File: src/rtl/add_serial_param.sv
// Digit-serial add/subtract core: LSB digit first, result enters from the MSB end.
// Optional saturation on overflow when ADD_SERIAL_SAT_EN is defined.
module add_serial_param #(
  parameter int WIDTH = 8,
  parameter int DIGIT = 1
) (
  input  logic             clk,
  input  logic             rst,
  input  logic             start,
  input  logic             sub,
  input  logic [WIDTH-1:0] a,
  input  logic [WIDTH-1:0] b,
  output logic [WIDTH-1:0] out,
  output logic             cout,
  output logic             ovf,
  output logic             busy,
  output logic             done
);

  localparam int NDIG = WIDTH / DIGIT;
  localparam int CW   = (NDIG > 1) ? $clog2(NDIG) : 1;

  typedef enum logic [1:0] {
    ST_IDLE = 2'd0,
    ST_ADD  = 2'd1,
    ST_DONE = 2'd2
  } state_t;

  state_t           state_q, state_d;
  logic [WIDTH-1:0] a_q, a_d;
  logic [WIDTH-1:0] b_q, b_d;
  logic [WIDTH-1:0] out_q, out_d;
  logic             carry_q, carry_d;
  logic             cout_q, cout_d;
  logic             ovf_q, ovf_d;
  logic [CW-1:0]    count_q, count_d;

  logic [DIGIT:0]         dig_sum;
  logic [WIDTH+DIGIT-1:0] out_shift;
  logic                   ovf_now;

  always_comb begin
    state_d = state_q;
    a_d     = a_q;
    b_d     = b_q;
    out_d   = out_q;
    carry_d = carry_q;
    cout_d  = cout_q;
    ovf_d   = ovf_q;
    count_d = count_q;

    dig_sum   = {1'b0, a_q[DIGIT-1:0]} + {1'b0, b_q[DIGIT-1:0]} + {{DIGIT{1'b0}}, carry_q};
    out_shift = {dig_sum[DIGIT-1:0], out_q};
    // Sign bits of A and B_eff sit in the top bit of the last digit.
    ovf_now   = (a_q[DIGIT-1] == b_q[DIGIT-1]) && (dig_sum[DIGIT-1] != a_q[DIGIT-1]);

    case (state_q)
      ST_IDLE: begin
        if (start) begin
          a_d     = a;
          b_d     = b ^ {WIDTH{sub}};
          carry_d = sub;
          count_d = '0;
          out_d   = '0;
          cout_d  = 1'b0;
          ovf_d   = 1'b0;
          state_d = ST_ADD;
        end
      end
      ST_ADD: begin
        out_d   = out_shift[WIDTH+DIGIT-1:DIGIT];
        a_d     = a_q >> DIGIT;
        b_d     = b_q >> DIGIT;
        carry_d = dig_sum[DIGIT];
        count_d = count_q + CW'(1);
        if (count_q == CW'(NDIG - 1)) begin
          cout_d  = dig_sum[DIGIT];
          ovf_d   = ovf_now;
          state_d = ST_DONE;
`ifdef ADD_SERIAL_SAT_EN
          if (ovf_now) begin
            out_d = a_q[DIGIT-1] ? {1'b1, {(WIDTH-1){1'b0}}} : {1'b0, {(WIDTH-1){1'b1}}};
          end
`endif
        end
      end
      ST_DONE: begin
        state_d = ST_IDLE;
      end
      default: begin
        state_d = ST_IDLE;
      end
    endcase
  end

  always_ff @(posedge clk or posedge rst) begin
    if (rst) begin
      state_q <= ST_IDLE;
      a_q     <= '0;
      b_q     <= '0;
      out_q   <= '0;
      carry_q <= 1'b0;
      cout_q  <= 1'b0;
      ovf_q   <= 1'b0;
      count_q <= '0;
    end else begin
      state_q <= state_d;
      a_q     <= a_d;
      b_q     <= b_d;
      out_q   <= out_d;
      carry_q <= carry_d;
      cout_q  <= cout_d;
      ovf_q   <= ovf_d;
      count_q <= count_d;
    end
  end

  assign out  = out_q;
  assign cout = cout_q;
  assign ovf  = ovf_q;
  assign busy = (state_q != ST_IDLE);
  assign done = (state_q == ST_DONE);

endmodule

File: config.mk
export PLATFORM = sky130hd
export DESIGN_NAME = add_serial_param
export DESIGN_NICKNAME = d
export VERILOG_FILES = /design/src/rtl/add_serial_param.sv
export SDC_FILE = /design/constraint.sdc
export NUM_CORES = 1
export LEC_CHECK = 0
export ABC_AREA = 1
export CAP_MARGIN = 20
export CORE_ASPECT_RATIO = 2
export CORE_MARGIN = 1
export CORE_UTILIZATION = 35
export CTS_CLUSTER_DIAMETER = 40
export DETAILED_ROUTE_END_ITERATION = 12
export GPL_ROUTABILITY_DRIVEN = 0
export SYNTH_ARGS = -nofsm -noshare
export SYNTH_HDL_FRONTEND = slang
export SYNTH_SLANG_ARGS = --single-unit
export TNS_END_PERCENT = 5
File: constraint.sdc
create_clock -name clk -period 1.89 [get_ports clk]
set_input_delay 0.567 -clock clk [delete_from_list [all_inputs] [get_ports clk]]
set_output_delay 0.567 -clock clk [all_outputs]
set_load 0.005 [all_outputs]
Word level (Yosys, flattened, before mapping). Cells that the tools add are included.

$add $sub $neg: 3. $mul: 0. Divide/modulo/power cells: 0. $lt $le $gt $ge: 0. Equality and inequality tests: 7. Shift operators: 0. Mux-type cells: 18. Bitwise operators: 1. Reduce and logical (&&, ||, !) cells: 7.

Operators with widths (count): 8-bit one-hot mux with 2 select lines (3); 8-bit two-way mux (3); 8-bit bitwise XOR (1); 1-bit one-hot mux with 2 select lines (3); 3-bit one-hot mux with 2 select lines (1); 1-bit two-way mux (4); 2-bit two-way mux (2); 2-bit inequality test, second input constant (2); 2-bit one-hot mux with 2 select lines (1); 2-bit AND reduction (2); 2-bit nonzero test (2); 3-bit by 1-bit adder with 3-bit output, second input constant (1); 3-bit equality test, second input constant (1); 3-bit two-way mux (1); 3-bit AND reduction (1); 1-bit by 1-bit adder with 2-bit output (1); 2-bit by 1-bit adder with 2-bit output (1); 2-bit by 1-bit equality test with 1-bit output, second input constant (1); 2-bit equality test, second input constant (1); 2-bit zero test (1); 1-bit equality test (1); 1-bit logical AND (1); 1-bit inequality test (1).

Register bits after elaboration: 32. Latch bits: 0. Memory bits (writable): 0. Bits in read-only memories: 0. Input bits: 20. Logic and storage cells: 44. Memories kept: 0.

Logic depth before layout (Yosys ltp). Gate-level depths: netlist (run 1).

Word-level depth: 6. Depth in mapped cells: 8.

Worst setup path after synthesis (run 1). Ideal clock, no wire load.

Kind: register to register. Start point: register a_q[0]. End point: register ovf_q, in the netlist ovf. Setup time: 0.117 ns. Data arrival time: 1.248 ns. Data required time: 1.773 ns. Setup slack: 0.525 ns. Cell stages (with the launch flop): 8. Buffers on the path: 0. Clock period less this slack: 1.365 ns. Cells stage by stage: dfrtp_1 inv_1 fa_1 nor2_1 nor2_1 nor2_2 nand2_1 nand2_1.

Longest elaborated chain between the ends: 6. Elaborated cells between the ends (all ways): 7. Classes of those cells: add/sub: 2; eq/ne: 2; mux: 2; reduce/logical: 1.

Ends and longest elaborated chain: from (decl) (RTL line 30) `logic [WIDTH-1:0] a_q, a_d;`; from (signal assigned) (RTL line 99) `a_q <= '0;`; from (signal assigned) (RTL line 108) `a_q <= a_d;`; 1-bit by 1-bit adder with 2-bit output (RTL line 52) `dig_sum = {1'b0, a_q[DIGIT-1:0]} + {1'b0, b_q[DIGIT-1:0]} + {{DIGIT{1'b0}}, carry_q};`; 2-bit by 1-bit adder with 2-bit output (RTL line 52); 1-bit inequality test (RTL line 55) `ovf_now = (a_q[DIGIT-1] == b_q[DIGIT-1]) && (dig_sum[DIGIT-1] != a_q[DIGIT-1]);`; 1-bit logical AND (*) (RTL line 55); 1-bit two-way mux (*) (RTL line 76) `if (count_q == CW'(NDIG - 1)) begin`; 1-bit one-hot mux with 2 select lines (*) (RTL line 57) `case (state_q)`; to (signal assigned) (RTL line 113) `ovf_q <= ovf_d;`; to (decl) (RTL line 35) `logic ovf_q, ovf_d;`.

Mark *: on every way between the ends. The rest lies on a longest branch, timed or not. The select of a mux whose other input is x is not followed. A chain may end at the register's enable or synchronous reset.

Worst setup path in the final report (run 1).
Start point: register state_q[1]. End point: output done.

Longest elaborated chain between the ends: 1.

Ends and longest elaborated chain: from (decl) (RTL line 29) `state_t state_q, state_d;`; from (signal assigned) (RTL line 107) `state_q <= state_d;`; 2-bit equality test (RTL line 122) `assign done = (state_q == ST_DONE);`; to (decl) (RTL line 17) `output logic done`.

Every way passes these cells.

==> results of run 1 <==
worst min path at each step:
stage	slack [ns]	to	cells past startpoint
after floorplan	0.45	count_q[1]$_DFFE_PP0P_	2
after global placement	0.46	count_q[1]$_DFFE_PP0P_	2
after detailed placement	0.47	b_q[3]$_DFFE_PP0P_	2
after CTS	0.48	b_q[3]$_DFFE_PP0P_	2
after global routing	0.50	count_q[1]$_DFFE_PP0P_	2
final	0.48	count_q[1]$_DFFE_PP0P_	2
registers in the layout, summed over array words and instances (netlist names):
signal and flops:
a_q 8, b_q 8, carry_q 1, count_q 3, cout 1, out 8, ovf 1, state_q 2
what timing repair did:
item                                    4_1_cts  5_1_grt
endpoints found under the setup margin        2        1
buffers inserted                              1        2
pin swaps                                     0        1
gates resized for setup                       2        1
per-layer routing:
| metal | part of all wire [%] | track usage, % |
|---|---|---|
| met1 | 41 | 19.0 |
| met2 | 54 | 29.7 |
| met3 | 2.6 | 2.49 |
| met4 | 2.2 | 7.91 |
| met5 | 0 | 0 |
cells by family (layout without fill, tap and decap cells):
logic type / Yosys count / in the layout / synth area share [%]
and+or+nand+nor: 128 / 128 / 32.3
buffers and inverters: 33 / 74 / 9.78
DFF: 32 / 32 / 49.3
AOI/OAI and AO/OA: 16 / 16 / 5.86
adders and majority gates: 3 / 3 / 2.77
cells in the final DEF, fill, tap and decap left out, drive strengths merged:
cell type      netlist  layout
nand2               96      96
dfrtp               32      32
clkdlybuf4s50        0      29
inv                 26      26
nor2                20      20
nand3               11      11
buf                  6       9
o21ai                8       8
o22ai                7       7
clkbuf               1       6
ha                   2       2
clkinv               0       2
nand4                1       1
o211ai               1       1
fa                   1       1
dlymetal6s2s         0       1
dlygate4sd2          0       1
power breakdown:
part	internal, W	switching, W
clock	0.000290	0.000248
sequential	0.000991	0.000172
combinational	0.000657	0.000812
metrics by stage:
step / total power, W / hold slack (ns) / cells
finish: 0.00317 / 0.477 / 307
global route: 0.00347 / 0.501 / 307
CTS: 0.00320 / 0.484 / 305
detailed placement: 0.00265 / 0.466 / 296
global placement: 0.00261 / 0.459 / 296
floorplan: 0.00216 / 0.446 / 212
critical path, cell delays in order (launching register included):
cell and delay (ns):
sky130_fd_sc_hd__dfrtp_1 0.40, sky130_fd_sc_hd__buf_4 0.14, sky130_fd_sc_hd__inv_2 0.11, sky130_fd_sc_hd__nor2_1 0.05, sky130_fd_sc_hd__dlygate4sd2_1 0.26
layout make-up:
| class | count | area (um^2) | area share [%] |
|---|---|---|---|
| sequential | 32 | 801 | 37.8 |
| multi-input combinational | 147 | 667 | 31.5 |
| timing repair buffer | 40 | 392 | 18.5 |
| inverter | 26 | 100 | 4.72 |
| clock buffer | 6 | 82.6 | 3.90 |
| tap | 54 | 67.6 | 3.19 |
| clock inverter | 2 | 10.0 | 0.472 |
==> results.txt, run 1 <==
----------------------------------------------------
[Global routing]
  Wire length of the first global-routing pass ... roughly 6.3 mm
  Maximum number of pins on one net before global-route repair ... 33
  GRT Residual Overflow ... 0
  Via count of the first global-routing pass ... 1417
  Overall global routing resource usage ... 16.8%
  Antenna violations before repair ... 0

[Route]
  Via count normalized by instance count ... around 4.6
  Initial DRT Pass Iterations ... 4
  Post-route ant nets ... 0
  Average wire per cell in the routed design ... 11.2 um
  WL final ... ~3.4 mm
  Detailed Route Iter0 Violations ... 31
  Total DRC errors in the routed layout ... 0
  Vias post-DR ... 1425

[Synthesis]
  Number of enable-type register cells in the synthesized netlist ... 0
  Synthesized Nets ... 235
  Leading area contributor after synthesis ... sky130_fd_sc_hd__dfrtp_1
  Top post-synthesis cells by area ... sky130_fd_sc_hd__dfrtp_1 (49%), sky130_fd_sc_hd__nand2_1 (21%), sky130_fd_sc_hd__inv_1 (5.5%)
  Unique cell type count in the Yosys netlist ... 23
  Post-Syn Area ... ~1600 um^2
  Share of the yosys chip area belonging to registers ... around half
  Most used standard cell by instance count after synthesis ... sky130_fd_sc_hd__nand2_1
  Fraction of synthesized cell area taken by the top area cell type ... 49.3%
  Yosys warning count ... 0
  Flip-flop and latch count after synthesis ... 32
  Synth Flop Type ... sky130_fd_sc_hd__dfrtp_1
  Proportion of synthesized flip-flops having asynchronous set or reset ... 100%
  Commonest cells in the netlist ... sky130_fd_sc_hd__nand2_1 (93), sky130_fd_sc_hd__dfrtp_1 (32), sky130_fd_sc_hd__inv_1 (24)
  Number of instances in the synthesized netlist ... 212
  Avg Cell Area, Syn ... 7.66 um^2

[Clocking]
  Clock root buffer ... sky130_fd_sc_hd__clkbuf_8
  CTS clk-pin slew, worst paths ... 0.07 ns
  Number of buffers between clock root and the deepest sink ... 2
  Inserted Clock Buffers ... 5
  Sinks on the clock net ... 32
  Clock tree from TritonCTS ... done
  Skew-Pair Late Insertion Delay ... around 0.28 ns
  CTS HTree Levels ... 2
  Post-CTS Hold Fix Bufs ... 0

[Placed design]
  Instance area at placement ... approximately 2000 um^2
  HPWL Detailed ... 2.49 mm
  Post-placement worst setup slack ... 0.167 ns
  Number of port buffers ... 31

[Timing]
  Setup violators final ... 0
  Final slew viol count ... 0
  Setup repair after global routing missed its margin ... no
  Peak clock frequency supported by timing ... 0.551 GHz
  Time the final worst path needs with I/O delays and setup ... 1.81 ns
  Sum of negative setup slack ... 0 ns
  Number of hold violations in the final report ... 0
  Max_slew headroom ... approximately three quarters
  Pin slew with the least headroom to its limit ... around 0.4 ns
  Setup Skew ... 0.00473 ns
  Post-route setup slack ... 0.0767 ns
  Final worst-path cycle share ... 95.9%

[Setup path]
  Flop2flop setup slack ... 0.41 ns
  Maximum net fanout on the critical path ... 4
  Kind of start point of the critical path ... flop
  Crit path launch ... state_q[1]$_DFFE_PP0P_
  Worst setup path end ... done
  WP data arrival ... 1.25 ns
  Crit Path Class ... reg -> out
  CP required ... roughly 1.3 ns
  Type of destination of the critical path ... output pin
  Launch instance of the worst register-to-register path ... a_q[0]$_DFFE_PP0P_
  Worst Reg2Reg Path Length in Cells ... 8
  R2R Path End ... ovf$_DFFE_PP0P_

[Worst hold path]
  Worst min-delay path startpoint ... count_q[1]$_DFFE_PP0P_
  Hold WC Path Type ... reg -> reg

[Floorplanning]
  I/O pin count ... 32
  Horizontal die dimension ... 50.2 um
  Standard-cell row count ... 34
  Area enclosed by the die boundary ... slightly below 5000 um^2
  Effective utilization at floorplan ... a little under two fifths
  Die outline height ... 98.3 um
  Floorplan Core Area ... 4380 um^2

[Finish]
  Final non-filler cell area ... 2120 um^2
  Layout filler cell count ... 464
  Final core utilization ... about half
  Nets ... 275
  Fraction of final layout cells sized beyond drive strength 1 ... 10.3%
  Relative area change from synthesis to final layout ... 30.5%
  Antenna fix cells ... 0

[Power and ir drop]
  Leak Pwr ... ~1.1 nW
  Power density of the placed cells ... 1500 nW/um^2
  Max IR drop VDD ... 0.679 mV

[Run status]
  Run status ... finished, final reports clean

[Flow run]
  Max-cap check violation count ... 0

----------------------------------------------------
(Power assumes the default switching activity.)
==> run 2: changes to the inputs <==
- RECOVER_POWER: unset -> 25
==> results.txt, run 2 (synthesis results as in run 1) <==
----------------------------------------------------
[Run status]
  Run status ... finished, final reports clean

[Floorplanning]
  Standard-cell row count ... 34 (unchanged)
  Horizontal die dimension ... 50.2 um (unchanged)
  Effective utilization at floorplan ... 37.1% (unchanged)
  I/O pin count ... 32 (unchanged)
  Floorplan Core Area ... 4380 um^2 (unchanged)
  Die outline height ... 98.3 um (unchanged)
  Area enclosed by the die boundary ... 4930 um^2 (unchanged)

[Route]
  Post-route ant nets ... 0 (unchanged)
  Detailed Route Iter0 Violations ... 31 (unchanged)
  Average wire per cell in the routed design ... 11.2 um (+0.15%)
  Initial DRT Pass Iterations ... 4 (unchanged)
  Total DRC errors in the routed layout ... 0 (unchanged)
  WL final ... 3.43 mm (+0.15%)
  Vias post-DR ... 1427 (+0.14%)
  Via count normalized by instance count ... 4.65 (+0.14%)

[Timing]
  Setup repair after global routing missed its margin ... no
  Final worst-path cycle share ... 95.9% (about the same)
  Worst hold slack across all endpoints ... 0.477 ns (+0.00000500 ns)
  Peak clock frequency supported by timing ... 0.552 GHz (about the same)
  Max_slew headroom ... 48.5% (-25 points)
  Final slew viol count ... 0 (unchanged)
  Setup Skew ... 0.00464 ns (-0.0000917 ns)
  Time the final worst path needs with I/O delays and setup ... 1.81 ns (-0.000130 ns)
  Setup violators final ... 0 (unchanged)
  Number of hold violations in the final report ... 0 (unchanged)
  Sum of negative setup slack ... 0 ns (unchanged)
  Pin slew with the least headroom to its limit ... 0.773 ns (+0.373 ns)

[Finish]
  Nets ... 275 (unchanged)
  Antenna fix cells ... 0 (unchanged)
  Relative area change from synthesis to final layout ... 30.4%
  Final non-filler cell area ... 2120 um^2 (-0.12%)
  Fraction of final layout cells sized beyond drive strength 1 ... 10.3% (unchanged)
  Layout filler cell count ... 465 (+0.22%)
  Commonest non-fill, non-tap cells in the layout ... sky130_fd_sc_hd__nand2_1 (93), sky130_fd_sc_hd__dfrtp_1 (32), sky130_fd_sc_hd__clkdlybuf4s50_1 (28)
  Most common cell after layout, fill and taps aside ... sky130_fd_sc_hd__nand2_1

[Clocking]
  Number of buffers between clock root and the deepest sink ... 2 (unchanged)
  Skew-Pair Late Insertion Delay ... 0.28 ns (about the same)
  Clock tree from TritonCTS ... done
  Clock root buffer ... sky130_fd_sc_hd__clkbuf_8
  Sinks on the clock net ... 32 (unchanged)
  Inserted Clock Buffers ... 5 (unchanged)
  CTS HTree Levels ... 2 (unchanged)
  CTS clk-pin slew, worst paths ... 0.07 ns (about the same)

[Setup path]
  Maximum net fanout on the critical path ... 4 (unchanged)
  Stage delay of the slowest cell on the critical path ... 0.40 ns (about the same)
  Sequence of cells on the critical path ... buf_4, inv_2, nor2_1, dlygate4sd2_1
  Flop2flop setup slack ... 0.41 ns (about the same)
  CP required ... 1.32 ns (about the same)
  WP data arrival ... 1.25 ns (about the same)
  Launch instance of the worst register-to-register path ... a_q[0]$_DFFE_PP0P_
  Crit Path Class ... reg -> out
  Crit path launch ... state_q[1]$_DFFE_PP0P_
  Worst Reg2Reg Path Length in Cells ... 8 (unchanged)
  Kind of start point of the critical path ... flop
  Slowest-stage cell, CP ... sky130_fd_sc_hd__dfrtp_1
  R2R Path End ... ovf$_DFFE_PP0P_
  Type of destination of the critical path ... output pin

[Power and ir drop]
  Power density of the placed cells ... 1500 nW/um^2 (about the same)
  Leak Pwr ... 1.10 nW (about the same)
  Max IR drop VDD ... 0.680 mV (about the same)

[Worst hold path]
  Hold-critical path endpoint ... count_q[1]$_DFFE_PP0P_
  Worst min-delay path startpoint ... count_q[1]$_DFFE_PP0P_
  Hold WC Path Type ... reg -> reg
  Number of cells traversed by the worst hold path ... 2 (unchanged)

[Global routing]
  Maximum number of pins on one net before global-route repair ... 33 (unchanged)
  Overall global routing resource usage ... 16.8% (unchanged)
  Antenna violations before repair ... 0 (unchanged)
  Wire length of the first global-routing pass ... 6.29 mm (unchanged)
  Via count of the first global-routing pass ... 1417 (unchanged)
  GRT Residual Overflow ... 0 (unchanged)

[Flow run]
  Max-cap check violation count ... 0 (unchanged)

[Placed design]
  Instance area at placement ... 2000 um^2 (unchanged)
  HPWL Detailed ... 2.49 mm (unchanged)
  Number of port buffers ... 31 (unchanged)

----------------------------------------------------
==> run 2: cell types whose count changed in the layout (fill, tap and decap cells not counted) <==
| cell | delta |
|---|---|
| sky130_fd_sc_hd__buf_4 | -1 |
| sky130_fd_sc_hd__dlygate4sd3_1 | +1 |
| sky130_fd_sc_hd__clkbuf_2 | +1 |
| sky130_fd_sc_hd__clkdlybuf4s50_1 | -1 |
==> run 2: power by group <==
part	leakage (nW)	internal [W]	switching, W
Clock	0.0510	0.000290	0.000248
Sequential	0.406	0.000991	0.000172
Combinational	0.644	0.000656	0.000812
Total	1.10	0.00194	0.00123
==> run 2: per-stage QoR <==
step	setup WS, ns	util, %	total power, W	cells
after floorplan	0.525	-	0.00216	212
after global placement	0.207	45.7	0.00261	296
after detailed placement	0.167	45.7	0.00265	296
after CTS	-0.0122	48.0	0.00320	305
after global routing	0.00625	48.3	0.00347	307
final	0.0768	48.3	0.00317	307
==> run 2: timing repair <==
action                                  in CTS  in global routing
gates cloned                                 0                  0
hold buffers                                 0                  0
resized for setup                            2                  1
pin swaps                                    0                  1
endpoints found under the setup margin       2                  1
hold endpoints to repair                     0                  0
buffers inserted                             1                  2
==> run 2: area by class of cell <==
cell class	count	area [um^2]	share of cell area [%]
Sequential cell	32	801	37.8
Multi-Input combinational cell	147	667	31.5
Timing Repair Buffer	40	389	18.4
Inverter	26	100	4.73
Clock buffer	6	82.6	3.90
Tap cell	54	67.6	3.19
Clock inverter	2	10.0	0.473
==> run 2: critical path: cells and delay by family (launching register included) <==
family                 cells  cell delay (ns)
buffers and inverters      3             0.51
DFF                        1             0.40
and+or+nand+nor            1             0.05
==> run 2: worst max-delay path by stage <==
stage,depth (start not counted),slack [ns],endpoint
2_1_floorplan,7,0.53,ovf$_DFFE_PP0P_
3_3_place_gp,3,0.21,done
3_5_place_dp,5,0.17,a_q[7]$_DFFE_PP0P_
4_1_cts,3,-0.01,busy
5_1_grt,4,0.006,done
6_report,4,0.08,done
==> run 2: routing by layer <==
| layer | track usage (%) | wire length (um) |
|---|---|---|
| met3 | 2.49 | 89 |
| met4 | 7.91 | 77 |
| met2 | 29.7 | 1850 |
| met1 | 19.0 | 1410 |
| met5 | 0 | 0 |
